**config.mk**
```make
export PLATFORM = sky130hd
export DESIGN_NAME = hsm_cmd_engine
export DESIGN_NICKNAME = d
export VERILOG_FILES = /design/src/rtl/hsm_cmd_engine.sv
export SDC_FILE = /design/constraint.sdc
export NUM_CORES = 1
export LEC_CHECK = 0
export ABC_AREA = 0
export BUFFER_PORTS_ARGS = -buffer_cell sky130_fd_sc_hd__buf_2
export CORE_ASPECT_RATIO = 1.75
export CORE_MARGIN = 2
export CORE_UTILIZATION = 58
export CTS_BUF_LIST = sky130_fd_sc_hd__clkbuf_8
export CTS_CLUSTER_DIAMETER = 100
export DETAILED_ROUTE_END_ITERATION = 8
export PLACE_DENSITY_LB_ADDON = 0.2
export SYNTH_ARGS = -nofsm -noshare
export SYNTH_HDL_FRONTEND = slang
export SYNTH_SLANG_ARGS = --single-unit
```
**constraint.sdc**
```tcl
create_clock -name S_AXI_ACLK -period 3 [get_ports S_AXI_ACLK]
set_input_delay 0.45 -clock S_AXI_ACLK [delete_from_list [all_inputs] [get_ports S_AXI_ACLK]]
set_output_delay 0.45 -clock S_AXI_ACLK [all_outputs]
set_load 0.005 [all_outputs]
```
**src/rtl/hsm_cmd_engine.sv**
```systemverilog
// HSM command engine: key store and key write/lock/zeroize/cipher; result 1, ROUNDS+1 or NUM_SLOTS+1 cycles after accept.
// One command in flight: cmd_ready only in IDLE, response held until rsp_ready. Key readback is enabled by HSM_KEY_READBACK_EN.
module hsm_cmd_engine #(
  parameter int SLOT_W = 3,
  parameter int ROUNDS = 4
) (
  input  logic              S_AXI_ACLK,
  input  logic              S_AXI_ARESETN,
  input  logic              cmd_valid,
  output logic              cmd_ready,
  input  logic [3:0]        cmd_op,
  input  logic [SLOT_W-1:0] cmd_slot,
  input  logic [31:0]       cmd_data,
  output logic              rsp_valid,
  input  logic              rsp_ready,
  output logic [31:0]       rsp_data,
  output logic [1:0]        rsp_status,
  output logic              busy
);

  localparam int NUM_SLOTS = 2 ** SLOT_W;
  localparam int RND_W     = (ROUNDS > 1) ? $clog2(ROUNDS) : 1;
  localparam int CNT_W     = (SLOT_W > RND_W) ? SLOT_W : RND_W;
  localparam logic [31:0] DELTA = 32'h9E3779B9;

  localparam logic [1:0] ST_OK     = 2'b00;
  localparam logic [1:0] ST_LOCKED = 2'b01;
  localparam logic [1:0] ST_BADOP  = 2'b10;
  localparam logic [1:0] ST_EMPTY  = 2'b11;

  typedef enum logic [1:0] {S_IDLE, S_RUN, S_ZERO, S_RESP} state_t;

  state_t                 state_q, state_d;
  logic [31:0]            key_q [NUM_SLOTS];
  logic [31:0]            key_d [NUM_SLOTS];
  logic [NUM_SLOTS-1:0]   vld_q, vld_d;
  logic [NUM_SLOTS-1:0]   lock_q, lock_d;
  logic [31:0]            x_q, x_d;
  logic [SLOT_W-1:0]      slot_q, slot_d;
  logic                   dec_q, dec_d;
  logic [CNT_W-1:0]       cnt_q, cnt_d;
  logic [1:0]             st_q, st_d;

  logic [31:0] k_sel, enc_t, enc_x, dec_t, dec_x;

  // x_q is both the cipher working register and the held response data.
  assign k_sel = key_q[slot_q];
  assign enc_t = x_q ^ k_sel;
  assign enc_x = {enc_t[26:0], enc_t[31:27]} + DELTA;
  assign dec_t = x_q - DELTA;
  assign dec_x = {dec_t[4:0], dec_t[31:5]} ^ k_sel;

  always_comb begin
    state_d = state_q;
    key_d   = key_q;
    vld_d   = vld_q;
    lock_d  = lock_q;
    x_d     = x_q;
    slot_d  = slot_q;
    dec_d   = dec_q;
    cnt_d   = cnt_q;
    st_d    = st_q;
    unique case (state_q)
      S_IDLE: begin
        if (cmd_valid) begin
          slot_d  = cmd_slot;
          x_d     = 32'h0;
          st_d    = ST_OK;
          cnt_d   = '0;
          state_d = S_RESP;
          case (cmd_op)
            4'd0: ;
            4'd1: begin
              if (lock_q[cmd_slot]) begin
                st_d = ST_LOCKED;
              end else begin
                key_d[cmd_slot] = cmd_data;
                vld_d[cmd_slot] = 1'b1;
              end
            end
            4'd2, 4'd3: begin
              if (!vld_q[cmd_slot]) begin
                st_d = ST_EMPTY;
              end else begin
                x_d     = cmd_data;
                dec_d   = cmd_op[0];
                state_d = S_RUN;
              end
            end
            4'd4: lock_d[cmd_slot] = 1'b1;
            4'd5: state_d = S_ZERO;
`ifdef HSM_KEY_READBACK_EN
            4'd6: begin
              if (lock_q[cmd_slot])      st_d = ST_LOCKED;
              else if (!vld_q[cmd_slot]) st_d = ST_EMPTY;
              else                       x_d  = key_q[cmd_slot];
            end
`endif
            default: st_d = ST_BADOP;
          endcase
        end
      end
      S_RUN: begin
        x_d   = dec_q ? dec_x : enc_x;
        cnt_d = cnt_q + CNT_W'(1);
        if (cnt_q == CNT_W'(ROUNDS - 1)) begin
          cnt_d   = '0;
          state_d = S_RESP;
        end
      end
      S_ZERO: begin
        key_d[cnt_q[SLOT_W-1:0]]  = 32'h0;
        vld_d[cnt_q[SLOT_W-1:0]]  = 1'b0;
        lock_d[cnt_q[SLOT_W-1:0]] = 1'b0;
        cnt_d = cnt_q + CNT_W'(1);
        if (cnt_q == CNT_W'(NUM_SLOTS - 1)) begin
          cnt_d   = '0;
          state_d = S_RESP;
        end
      end
      S_RESP: begin
        if (rsp_ready) state_d = S_IDLE;
      end
      default: state_d = S_IDLE;
    endcase
  end

  always_ff @(posedge S_AXI_ACLK) begin
    if (!S_AXI_ARESETN) begin
      state_q <= S_IDLE;
      key_q   <= '{default: '0};
      vld_q   <= '0;
      lock_q  <= '0;
      x_q     <= '0;
      slot_q  <= '0;
      dec_q   <= 1'b0;
      cnt_q   <= '0;
      st_q    <= ST_OK;
    end else begin
      state_q <= state_d;
      key_q   <= key_d;
      vld_q   <= vld_d;
      lock_q  <= lock_d;
      x_q     <= x_d;
      slot_q  <= slot_d;
      dec_q   <= dec_d;
      cnt_q   <= cnt_d;
      st_q    <= st_d;
    end
  end

  assign cmd_ready  = (state_q == S_IDLE);
  assign rsp_valid  = (state_q == S_RESP);
  assign busy       = (state_q != S_IDLE);
  assign rsp_data   = x_q;
  assign rsp_status = st_q;

endmodule

```
After elaboration in Yosys (flattened, before gate mapping)

Index checks and enable logic that the tools add are counted.

Bits in registers: 315
Input port bits: 43
Output and inout bits: 37
Logic and storage cells: 122

Add/subtract/negate cells: 3
Order comparisons: 9
Equality and inequality tests: 17
Mux-type cells: 46
Bitwise logic cells: 12
Reductions and logical operators: 19

Operators by type and width:

| kind                   | number |
|---|---|
| $mux 256               | 3 |
| $pmux 256 s2           | 1 |
| $and 256x256->256      | 1 |
| $bwmux 256             | 1 |
| $mux 32                | 8 |
| $not 256->256          | 1 |
| $demux 32 s3           | 2 |
| $bmux 32 s3            | 1 |
| $pmux 32 s2            | 1 |
| $xor 32x32->32         | 2 |
| $mux 8                 | 5 |
| $add 32x32->32 const B | 1 |
| $pmux 8 s2             | 2 |
| $sub 32x32->32 const B | 1 |
| $and 8x8->8            | 2 |
| $or 8x8->8             | 2 |
| $ge 4x4->1 const B     | 3 |
| $mux 2                 | 6 |
| $not 3->4              | 3 |
| $reduce_and 4->1       | 3 |
| $mux 3                 | 3 |
| $pmux 3 s3             | 1 |
| $eq 4x2->1 const B     | 2 |
| $eq 4x3->1 const B     | 2 |
| other kinds (27)       | 49 |

Longest topological paths before layout

Depth in word-level cells: 10
Mapped depth: 15
Gate-level depth less buffers: 12

Least setup slack after synthesis

No wires, ideal clock.

Path type: register to register
Start: register slot_q[0]
End: register x_q[20], in the netlist rsp_data[20]
Setup time: 0.115 ns
Arrival time: 3.170 ns
Required time: 2.885 ns
Slack: -0.285 ns
Cell stages (with the launch flop): 15
Path buffers: 2
Clock period less this slack: 3.285 ns
Cells stage by stage: dfxtp_1 buf_6 buf_12 mux2_2 o22ai_1 or3_1 nand2_1 ha_1 a21boi_1 o31a_2 o31ai_4 mux2_4 a2111oi_2 o21ai_1 and2_1

Longest elaborated chain between the ends: 8
Elaborated cells between the ends (all ways): 9
Those cells by class: add/sub (1); mux (5); bitwise (3)

Ends and longest elaborated chain:

| what                                         | line | RTL |
|---|---|---|
| start: declaration                           | 39   | `logic [SLOT_W-1:0] slot_q, slot_d;` |
| start signal: assignment                     | 145  | `slot_q <= slot_d;` |
| $not 3->4 (not written as such) *            | 47   | `assign k_sel = key_q[slot_q];` |
| $bmux 32 s3 *                                | 47   |  |
| $mux 32 (not written as such) * (2 in a row) | 47   |  |
| $xor 32x32->32                               | 48   | `assign enc_t = x_q ^ k_sel;` |
| $add 32x32->32                               | 49   | `assign enc_x = {enc_t[26:0], enc_t[31:27]} + DELTA;` |
| $mux 32 *                                    | 104  | `x_d = dec_q ? dec_x : enc_x;` |
| $pmux 32 s2 *                                | 63   | `unique case (state_q)` |
| end signal: assignment                       | 134  | `x_q <= '0;` |
| end signal: assignment                       | 144  | `x_q <= x_d;` |
| end: declaration                             | 38   | `logic [31:0] x_q, x_d;` |

Mark *: on every way between the ends. The rest lies on a longest branch, timed or not. The select of a mux whose other input is x is not followed.
A chain may end at the register's enable or synchronous reset.

Final worst setup path

Start: register slot_q[0]
End: register x_q[25], in the netlist rsp_data[25]

The elaborated chain is that of the path after synthesis.

==> reports/metrics.yaml <==
synth:
  synth_compound_area_share_pct: 22.8
  yosysWarnings: 0
  synth_flop_cell: "dfxtp_1"
  ys_async_sr_fraction_pct: 0
  avgSynthCellArea_um2: 8.92
  synthMostInstantiatedCell: "nor2_1"
  ys_seq_area_share_pct: 39.5
  yosys.area.top_type: "dfxtp_1"
  ys_ff_latch: 315
  netlist.area_leader.share_pct: 39.5
  synth.distinct_cells: 85
  synth_edf_count: 0
  syn_inst: 1789
  muxShareOfSynthArea_pct: 10.5
  synth_common_cells: "332 x nor2_1, 315 x dfxtp_1, 275 x a22oi_1"
  syn-num-nets: 1844
  synth_xor_area_share_pct: 5.87
  netlist_area_um2: 16000
  synth_top_family_by_area: "compound AO/OA/AOI/OAI gates"
  yosys.area_share.adder_pct: 0.941
  synth_area_leaders: "dfxtp_1 40%, a22oi_1 13%, nor2_1 7.8%"
  synth-simple-area-share_pct: 15.0
route:
  wl_mm: 59.8
  post_drt_wl_per_cell_um: 25.4
  post-route-drc-count: 0
  drt-pass1-iter-count: 6
  routed_via_density: 6.66
  vias: 15700
  ant_nets: 0
  dr.first_iter.drc_count: 1897
clocking:
  clk_pin_slew_ns: 0.07
  cts_buffers: 46
  cts_num_sinks: 315
  clk_path_buf_depth: 3
  clk_latency_ns: 0.60
  htree_levels: 2
  cts_root_buffer: "clkbuf_8"
  cts_tree: "built"
finish:
  fin_util_pct: 72.0
  syn_to_final_growth_pct: 22.3
  fillers: 2095
  finalInstanceArea_um2: 19500
  drive_above_1_share_pct: 26.7
  final_net_count: 2000
  finalNonFillerCells: 2350
pwr:
  p_int_mw: 9.57
  seqPwrFrac_pct: 31.1
  pwr-share-clk_pct: 23.1
  switching_power_mw: 6.08
  powerDensity_nw_per_um2: 802
  leakage_nw: 7.26
  power_mw: 15.7
  p_comb_share_pct: 45.8
  ir_drop_mv: 0.470
  p_sw_share_pct: 38.9
floorplanning:
  fp.dieH_um: 223
  start_util_pct: 58.8
  io-pin-count: 80
  rows: 80
  core_area_um2: 27100
  die_w_um: 129
  die_area_um2: 28900
global_routing:
  grt_pass1_vias: 14900
  grt_use_met1_pct: 43.8
  grt_use_met3_pct: 7.77
  antenna_found_initial: 2
  grt_overflow: 0
  top_usage_layer: "met2"
  use_met2_pct: 62.3
  grt_max_degree: 96
  grt_pass1_wl_mm: 83.6
  grt_usage_pct: 38.0
worst_setup_path:
  crit_path_end: "rsp_data[25]"
  reg2reg_slack_ns: -0.25
  worstSetupEndpointType: "register"
  reg2reg_depth: 14
  required_ns: 3.45
  crit_arrival_ns: 3.70
  crit_type: "reg -> reg"
  cp-start-kind: "register"
  r2r-start: "slot_q[0]"
  cp-startpoint: "slot_q[0]"
  crit_fanout: 9
  reg2reg_to: "rsp_data[25]"
timing:
  tightest_slew_ns: 0.852
  max_slew_margin_pct: 43.0
  finalHoldViolations: 0
  final.setup.tns_ns: -2.54
  setup_viol: 20
  slew_viol_final: 0
  fin_worst_skew_ns: 0.0188
  layout_min_cycle_time_ns: 3.25
  rsz0062_at_grt: "true"
  post-route-period-util_pct: 108
  setup_ws_ns: -0.248
  clock.fmax_mhz: 308
outcome:
  violations: "setup timing"
  status: "finished, violations left"
hold_path:
  worst_hold_path_type: "in -> reg"
  hold_depth: 3
  worstHoldStart: "cmd_op[1]"
placed_design:
  portBuffers: 79
  placed_area_um2: 17700
  place_congestion: 0.969
  dpl.cell_count: 2236
  hpwl_mm: 36.2
run:
  cap_violations: 0
per-stage QoR:
| stage | hold slack [ns] | setup slack [ns] |
|---|---|---|
| finish | 0.164 | -0.248 |
| CTS | 0.153 | -0.173 |
| detailed placement | 0.476 | -0.270 |
| global route | 0.183 | -0.294 |
| floorplan | 0.457 | 0.0424 |
| global placement | 0.470 | -0.256 |
flip-flops by register name (all words and copies together), names as in the netlist:
register	cells
slot_q	3
dec_q	1
lock_q	8
rsp_status	2
rsp_data	32
state_q	2
cnt_q	3
vld_q	8
key_q	256
metal layers:
metal	wire length [um]	part of all wire [%]
met1	20600	34
met2	27700	46
met3	6060	10
met4	5480	9.2
met5	0	0
cell families (layout without fill, tap and decap cells):
group                    count (synthesis)  count (layout)
buffers and inverters                  197             379
AND/OR/NAND/NOR                        543             551
adder cells (fa/ha/maj)                 12              12
multiplexers                           122             122
XOR/XNOR                               104             104
other                                    0               2
AO/OA/AOI/OAI                          496             496
flip-flops                             315             315
worst min-delay path by stage:
stage,endpoint,slack [ns]
floorplan,key_q[207],0.46
global placement,key_q[207],0.47
detailed placement,key_q[171],0.48
CTS,rsp_status[1],0.15
global route,dec_q,0.18
finish,rsp_status[1],0.16
cells in the final DEF, fill, tap and decap left out, types with 7 or more instances in the layout:
master / netlist / final
or2_2: 8 / 8
nand2_1: 85 / 81
and3_1: 9 / 9
o21ai_1: 5 / 11
ha_1: 12 / 11
buf_12: 3 / 22
nor3_1: 17 / 15
mux2i_1: 69 / 65
xnor2_2: 1 / 10
a22o_1: 10 / 9
dfxtp_1: 315 / 312
inv_1: 22 / 36
nand3_1: 21 / 20
a211oi_1: 10 / 8
buf_6: 7 / 10
nor2_1: 332 / 322
o22ai_2: 0 / 7
buf_4: 2 / 160
o21ai_2: 1 / 8
o21ai_0: 43 / 30
buf_2: 5 / 79
nand2b_1: 8 / 7
nor2_4: 1 / 17
o221a_2: 16 / 16
clkbuf_8: 0 / 61
o22ai_1: 22 / 14
a22oi_2: 2 / 9
nor2b_1: 8 / 7
mux2_2: 14 / 9
a221oi_1: 16 / 12
a21oi_1: 48 / 44
mux4_2: 30 / 30
and2_1: 12 / 11
xnor2_1: 80 / 71
xor2_1: 22 / 21
a22oi_1: 275 / 268
nand3b_1: 7 / 7
area by class of cell:
cell class	instances	area (um2)	area share (%)
antenna	2	5.00	0.0256
clock buffer	61	840	4.30
clock inverter	21	119	0.609
inverter	22	90.1	0.461
multi-input combinational	1285	9450	48.4
sequential	315	6310	32.3
tap	369	462	2.36
timing repair buffer	275	2240	11.5
critical path, stage by stage, from the launching register on:
cell,delay (ns)
dfxtp_4,0.40
buf_4,0.16
buf_12,0.14
mux2i_1,0.16
a22o_1,0.28
or3_1,0.40
a222oi_1,0.32
buf_4,0.20
o31a_2,0.18
o221ai_4,0.13
a21boi_4,0.28
buf_4,0.15
xnor2_1,0.06
o211ai_1,0.15
a31oi_1,0.10
timing repair:
item | 4_1_cts | 5_1_grt
hold buffers | 0 | 0
setup buffers | 10 | 12
gates cloned | 1 | 10
endpoints found under the setup margin | 19 | 292
resized for setup | 30 | 94
pin swaps | 22 | 50
power by group through the flow:
stage               logic (mW)  clock network (mW)  registers [mW]
floorplan                 3.84                   0            4.79
global placement          6.12                   0            4.93
detailed placement        6.19                   0            4.93
CTS                       6.42                3.64            4.84
global route              7.53                3.80            4.89
finish                    7.16                3.62            4.87
Power figures use the tool's default switching activity.
